===== src/rtl/add_nnbit_digit_serial.sv =====
// Digit-serial adder/subtractor.
// Computes A+B+cry or A-B-cry over DATA_WIDTH bits, DIGIT_WIDTH bits per clock,
// using one DIGIT_WIDTH-wide ripple slice and a carry flop.
//
// Ports:
//   i_clk, i_rst       clock (rising edge), synchronous active-high reset
//   i_valid, o_ready   operand handshake (o_ready high only when idle)
//   i_num_a, i_num_b   operands
//   i_cry              carry-in (add) / borrow-in (sub)
//   i_sub              0 = add, 1 = subtract
//   o_valid, i_ready   result handshake
//   o_res              result modulo 2^DATA_WIDTH
//   o_cry              carry-out; for subtract 1 = no borrow
//   o_ovf              signed two's-complement overflow
module add_nnbit_digit_serial #(
    parameter int unsigned DATA_WIDTH  = 8,
    parameter int unsigned DIGIT_WIDTH = 2
) (
    input  logic                  i_clk,
    input  logic                  i_rst,
    input  logic                  i_valid,
    output logic                  o_ready,
    input  logic [DATA_WIDTH-1:0] i_num_a,
    input  logic [DATA_WIDTH-1:0] i_num_b,
    input  logic                  i_cry,
    input  logic                  i_sub,
    output logic                  o_valid,
    input  logic                  i_ready,
    output logic [DATA_WIDTH-1:0] o_res,
    output logic                  o_cry,
    output logic                  o_ovf
);

    localparam int N  = int'(DATA_WIDTH / DIGIT_WIDTH);
    localparam int CW = (N > 1) ? $clog2(N) : 1;

    typedef enum logic [1:0] {StIdle, StCalc, StDone} state_e;

    state_e                  state_q, state_d;
    logic [DATA_WIDTH-1:0]   a_q, a_d;
    logic [DATA_WIDTH-1:0]   b_q, b_d;  // B already inverted for subtract
    logic                    c_q, c_d;
    logic [CW-1:0]           cnt_q, cnt_d;
    logic [DATA_WIDTH-1:0]   res_q, res_d;
    logic                    cry_q, cry_d;
    logic                    ovf_q, ovf_d;

    logic [DIGIT_WIDTH-1:0]  a_dig, b_dig;
    logic [DIGIT_WIDTH:0]    dig_sum;
    logic                    msb_cin;
    logic                    last_dig;

    always_comb begin
        a_dig = '0;
        b_dig = '0;
        for (int k = 0; k < N; k++) begin
            if (int'(cnt_q) == k) begin
                a_dig = a_q[k*DIGIT_WIDTH +: DIGIT_WIDTH];
                b_dig = b_q[k*DIGIT_WIDTH +: DIGIT_WIDTH];
            end
        end
        dig_sum  = {1'b0, a_dig} + {1'b0, b_dig} + {{DIGIT_WIDTH{1'b0}}, c_q};
        // Carry into the top bit of the digit, recovered from its sum bit.
        msb_cin  = a_dig[DIGIT_WIDTH-1] ^ b_dig[DIGIT_WIDTH-1] ^ dig_sum[DIGIT_WIDTH-1];
        last_dig = (int'(cnt_q) == N - 1);
    end

    always_comb begin
        state_d = state_q;
        a_d     = a_q;
        b_d     = b_q;
        c_d     = c_q;
        cnt_d   = cnt_q;
        res_d   = res_q;
        cry_d   = cry_q;
        ovf_d   = ovf_q;
        unique case (state_q)
            StIdle: begin
                if (i_valid) begin
                    a_d     = i_num_a;
                    b_d     = i_sub ? ~i_num_b : i_num_b;
                    // A - B - bin = A + ~B + ~bin
                    c_d     = i_cry ^ i_sub;
                    cnt_d   = '0;
                    state_d = StCalc;
                end
            end
            StCalc: begin
                for (int k = 0; k < N; k++) begin
                    if (int'(cnt_q) == k) begin
                        res_d[k*DIGIT_WIDTH +: DIGIT_WIDTH] = dig_sum[DIGIT_WIDTH-1:0];
                    end
                end
                c_d   = dig_sum[DIGIT_WIDTH];
                cnt_d = cnt_q + 1'b1;
                if (last_dig) begin
                    state_d = StDone;
                    cry_d   = dig_sum[DIGIT_WIDTH];
                    ovf_d   = msb_cin ^ dig_sum[DIGIT_WIDTH];
                end
            end
            StDone: begin
                if (i_ready) begin
                    state_d = StIdle;
                end
            end
            default: state_d = StIdle;
        endcase
    end

    always_ff @(posedge i_clk) begin
        if (i_rst) begin
            state_q <= StIdle;
            a_q     <= '0;
            b_q     <= '0;
            c_q     <= 1'b0;
            cnt_q   <= '0;
            res_q   <= '0;
            cry_q   <= 1'b0;
            ovf_q   <= 1'b0;
        end else begin
            state_q <= state_d;
            a_q     <= a_d;
            b_q     <= b_d;
            c_q     <= c_d;
            cnt_q   <= cnt_d;
            res_q   <= res_d;
            cry_q   <= cry_d;
            ovf_q   <= ovf_d;
        end
    end

    assign o_ready = (state_q == StIdle);
    assign o_valid = (state_q == StDone);
    assign o_res   = res_q;
    assign o_cry   = cry_q;
    assign o_ovf   = ovf_q;

endmodule

===== config.mk =====
export PLATFORM = sky130hd
export DESIGN_NAME = add_nnbit_digit_serial
export DESIGN_NICKNAME = d
export VERILOG_FILES = /design/src/rtl/add_nnbit_digit_serial.sv
export SDC_FILE = /design/constraint.sdc
export NUM_CORES = 1
export LEC_CHECK = 0
export ABC_AREA = 1
export CAP_MARGIN = 20
export CORE_ASPECT_RATIO = 1.75
export CORE_MARGIN = 3
export CORE_UTILIZATION = 45
export DETAILED_ROUTE_END_ITERATION = 8
export GPL_ROUTABILITY_DRIVEN = 0
export GPL_TIMING_DRIVEN = 1
export PLACE_DENSITY = 0.87
export SETUP_SLACK_MARGIN = 0.05
export SLEW_MARGIN = 0
export SYNTH_ARGS = -nofsm -noshare
export SYNTH_HDL_FRONTEND = slang
export SYNTH_SLANG_ARGS = --single-unit

===== constraint.sdc =====
create_clock -name i_clk -period 2.48 [get_ports i_clk]
set_clock_uncertainty 0.2 [all_clocks]
set_input_delay 0.496 -clock i_clk [delete_from_list [all_inputs] [get_ports i_clk]]
set_output_delay 0.496 -clock i_clk [all_outputs]
set_load 0.005 [all_outputs]

## Word-level counts from Yosys, hierarchy flattened

Index checks and enable logic that the tools add are counted.

- $add $sub $neg: 3
- Equality and inequality tests: 8
- Mux-type cells: 17
- Bitwise operators: 5
- Reductions and logical operators: 10

Operators by type and width:

| operator | number |
|---|---|
| 2-to-1 mux 2 bit | 12 |
| AND reduction 2 bit | 6 |
| 2-to-1 mux 8 bit | 1 |
| NOT 8 bit | 1 |
| equality test 2 bit, second input constant | 3 |
| one-hot mux 2 bit (3 select lines) | 1 |
| equality test 2 x 1 -> 1 bit, second input constant | 2 |
| logical NOT 2 bit | 2 |
| != test 2 bit, second input constant | 2 |
| one-hot mux 2 bit (2 select lines) | 1 |
| bitwise XOR 1 bit | 4 |
| adder 2 x 2 -> 3 bit | 1 |
| adder 3 x 1 -> 3 bit | 1 |
| AND reduction 3 bit | 1 |
| adder 2 x 1 -> 2 bit, second input constant | 1 |
| != test 2 x 1 -> 1 bit, second input constant | 1 |
| one-hot mux 1 bit (2 select lines) | 1 |
| nonzero test 2 bit | 1 |
| 2-to-1 mux 1 bit | 1 |

- Flip-flop bits (word level): 31
- Input port bits: 22
- Output and inout port bits: 12
- Logic and storage cells: 54

## Logic depth before layout (Yosys ltp)

- Depth after elaboration: 9
- Gate-level depth with buffers: 17

## Worst setup path after synthesis

OpenSTA, ideal clock, no wires.

- Path type: flip-flop to flip-flop
- Start: register cnt_q[0]
- End: register ovf_q, in the netlist o_ovf
- Library setup time: 0.109 ns
- Arrival: 2.323 ns
- Required time: 2.171 ns
- Setup slack: -0.151 ns
- Stages on the path, launching flop included: 17
- Path buffers: 1
- Clock period less this slack: 2.631 ns
- Cell sequence: dfxtp_1 -> inv_1 -> ha_1 -> buf_2 -> a21oi_1 -> nand2_1 -> o211ai_1 -> nand2_1 -> fa_1 -> inv_1 -> fa_1 -> inv_1 -> nand2_1 -> nand3_1 -> nand3_1 -> nand2_1 -> inv_1

- Longest elaborated chain between the ends: 9
- Elaborated cells between the ends (all ways): 18
- Those cells by class: add/sub (2); eq/ne (3); mux (8); bitwise (3); reduce/logical (2)

RTL lines:

| item | line | source |
|---|---|---|
| start, declared | 43 | `logic [CW-1:0] cnt_q, cnt_d;` |
| start signal, assigned | 126 | `cnt_q <= cnt_d;` |
| logical NOT 2 bit | 57 | `if (int'(cnt_q) == k) begin` |
| 2-to-1 mux 2 bit (4 in series) | 57 |  |
| adder 2 x 2 -> 3 bit | 62 | `dig_sum = {1'b0, a_dig} + {1'b0, b_dig} + {{DIGIT_WIDTH{1'b0}}, c_q};` |
| adder 3 x 1 -> 3 bit | 62 |  |
| bitwise XOR 1 bit | 64 | `msb_cin = a_dig[DIGIT_WIDTH-1] ^ b_dig[DIGIT_WIDTH-1] ^ dig_sum[DIGIT_WIDTH-1];` |
| bitwise XOR 1 bit | 99 | `ovf_d = msb_cin ^ dig_sum[DIGIT_WIDTH];` |
| end signal, assigned | 129 | `ovf_q <= ovf_d;` |
| end, declared | 46 | `logic ovf_q, ovf_d;` |

Several ways; a longest one is shown, not always the timed one.
A chain may end at the register's enable or synchronous reset.

## Worst setup path after layout

Ends and elaborated chain as after synthesis.

==> out/metrics.csv <==
stage,metric,value,unit
critical_path,r2r_setup_slack,-100,ps
placement,place_inst,291,
timing,fin_crit_sh,1.04,
timing,tightest_slew,471,ps
drt,drc,0,
yosys,yosysSeqAreaShare,0.396,
critical_path,cp-end-kind,flip-flop,
yosys,ys_ff_latch,31,
cts,cts_tree,built,
power_and_ir_drop,peakVddDrop,0.000532,V
final_layout,syn2layout_area_growth,38.2,%
critical_path,arrival,2570,ps
final_layout,num_antenna_cells,0,
cts,cts_hold_buf,0,
die,die_w,50.6,microns
power_and_ir_drop,p_int,936,uW
yosys,ys_warn_count,0,
yosys,syn_inst,213,
drt,viasPerCell,5.12,
yosys,synthSimpleGateAreaFrac,0.258,
global_routing,antenna_found_initial,0,
yosys,synthArstFlopShare,0,
power_and_ir_drop,seq_power_share,0.421,
power_and_ir_drop,p_sw,374,uW
timing,period_minus_slack,2580,ps
yosys,syn_area,0.00157,sq mm
power_and_ir_drop,powerDensity,604,mW/mm^2
global_routing,grt_overflow_total,0,
global_routing,grt_usage,0.192,
die,ioPinCount,34,
yosys,synth_ff_type,dfxtp_1,
critical_path,cp.required,2470,ps
cts,clkSinkCount,31,
die,start_util,0.483,
power_and_ir_drop,finalPower,1310,uW
timing,drv_slew,0,
timing,slew_headroom,0.683,
placement,post-place-ws,-130,ps
cts,htreeDepth,2,
die,core-area,0.00324,sq mm
yosys,synth-compound-area-share,0.152,
global_routing,grt_max_degree,18,
job,maxCapViolations,0,
critical_path,crit_fanout,4,
critical_path,path_class,reg2reg,
drt,wirelength,3700,microns
critical_path,cp-start-kind,flip-flop,
yosys,synth_area_leader_cell,dfxtp_1,
yosys,synth_top_family_by_area,simple AND/OR/NAND/NOR gates,
placement,port_buffers,33,
cts,cts_buffers,5,
timing,hold_viol_final,0,
die,die_h,84.1,microns
power_and_ir_drop,clockPowerShare,0.334,
yosys,synth_fa_ha_area_frac,0.0654,
min_path,min_path_type,reg2reg,
final_layout,instances_no_fill,304,
yosys,netlist_top_cells_area,"dfxtp_1 (40%), nand2_1 (14%), a21oi_1 (8.3%)",
global_routing,grt_pass1_wl,6200,microns
yosys,synthXorXnorAreaFrac,0.0447,
yosys,synth-edff-count,0,
drt,dr.pass1.iters,4,
cts,root_buffer,clkbuf_8,
placement,hpwl,2640,microns
cts,clock_latency,290,ps
timing,rsz0062_at_grt,true,
drt,ant_nets,0,
yosys,synth.top_cell.area_share,0.396,
drt,drtIter0Drc,40,
power_and_ir_drop,sw_frac_of_total,0.286,
yosys,avgSynthCellArea,7.36,sq um
yosys,synthMuxAreaShare,0,
final_layout,seqCellArea,628,sq um
final_layout,multi_input_area,863,sq um
yosys,synth.distinct_cells,22,
yosys,synthTopCellsByCount,"nand2_1 (57), dfxtp_1 (31), a21oi_1 (26), nor2_1 (22), inv_1 (17)",
outcome,status,"finished, violations left",
cts,path_clk_slew,60,ps
timing,setup_violations,4,
global_routing,grt_pass1_vias,1500,
outcome,violations,negative setup slack,
timing,fmax,388,MHz
final_layout,finalNetCount,289,
die,rows,27,
timing,setup_tns,-206,ps
drt,vias,1557,
yosys,syn_nets,242,
placement,place_area,0.00197,sq mm
cts,clockBufferDepth,2,
final_layout,final_cell_area,0.00217,sq mm
die,dieArea,0.00426,sq mm
final_layout,n_fill_cell,277,
power_and_ir_drop,pwr-share-comb,0.244,
timing,fin_ws,-100,ps
yosys,post-synth-top-count-cell,nand2_1,
power_and_ir_drop,leakage,0.000917,uW
drt,detail_route.wl_per_cell,12.2,microns
final_layout,drive_gt1_frac,0.192,
registers in the layout, indices dropped and copies added (netlist names):
name / count
o_ovf: 1
cnt_q: 2
b_q: 8
o_cry: 1
c_q: 1
o_res: 8
state_q: 2
a_q: 8
power by group through the flow:
stage	registers (uW)	logic (uW)	clock network [uW]
floorplan	555	182	0
global placement	560	260	0
detailed placement	560	267	0
CTS	551	290	442
global route	554	356	467
finish	552	320	438
layer usage:
layer / vias to the layer above / global-route usage / part of all wire
met4: 0 / 0.157 / 0.053
met5: - / 0 / 0
li1: 769 / - / -
met3: 20 / 0.0608 / 0.051
met1: 716 / 0.186 / 0.36
met2: 52 / 0.319 / 0.54
critical path, stage by stage, from the launching register on:
cell and delay (ps):
dfxtp_4 380, inv_4 50, ha_4 170, buf_4 140
a21oi_1 160, a21oi_1 110, fa_2 340, inv_2 60
fa_1 430, nand2_1 130, nand2_1 80, nand2_1 60
nand3_1 70, nand2_1 70, inv_1 40
cell usage in the layout (no fill, tap or decap), types with 7 or more instances in the layout:
cell type        instances
buf_4                   14
clkbuf_8                 7
inv_1                   11
dfxtp_1                 29
clkdlybuf4s50_1         33
nand3_1                  8
o21ai_0                 11
nor2_1                  22
xor2_1                   8
a21oi_1                 25
inv_2                    7
nand2_1                 56
what timing repair did:
| action | in CTS | in global routing |
|---|---|---|
| pin swaps | 9 | 4 |
| setup buffers | 3 | 2 |
| setup endpoints to repair | 6 | 7 |
| gates resized for setup | 15 | 3 |
stage by stage:
step / util / hold WS (ps)
2_1_floorplan: - / 244
3_3_place_gp: 0.609 / 247
3_5_place_dp: 0.609 / 254
4_1_cts: 0.660 / 263
5_1_grt: 0.668 / 276
6_report: 0.668 / 262
path summary, 6_finish.rpt:
| check | from | endpoint | cells after the start |
|---|---|---|---|
| setup / recovery | cnt_q[0] | o_ovf | 14 |
| hold / removal | o_res[7] | o_res[7] | 2 |
| setup reg to reg | cnt_q[0] | o_ovf | 14 |
| hold reg to reg | o_res[7] | o_res[7] | 2 |
logic make-up (layout without fill, tap and decap cells):
family                   count (synthesis)  count (layout)
buffers and inverters                   28              76
adder cells (fa/ha/maj)                  7               7
flip-flops                              31              31
XOR/XNOR                                 8               8
AO/OA/AOI/OAI                           44              44
AND/OR/NAND/NOR                         95              95
layout make-up:
| type | count | area share |
|---|---|---|
| Inverter | 21 | 0.0398 |
| Tap cell | 43 | 0.0248 |
| Timing Repair Buffer | 47 | 0.201 |
| Sequential cell | 31 | 0.290 |
| Clock buffer | 8 | 0.0462 |
| Multi-Input combinational cell | 154 | 0.398 |
(Power assumes the default switching activity.)
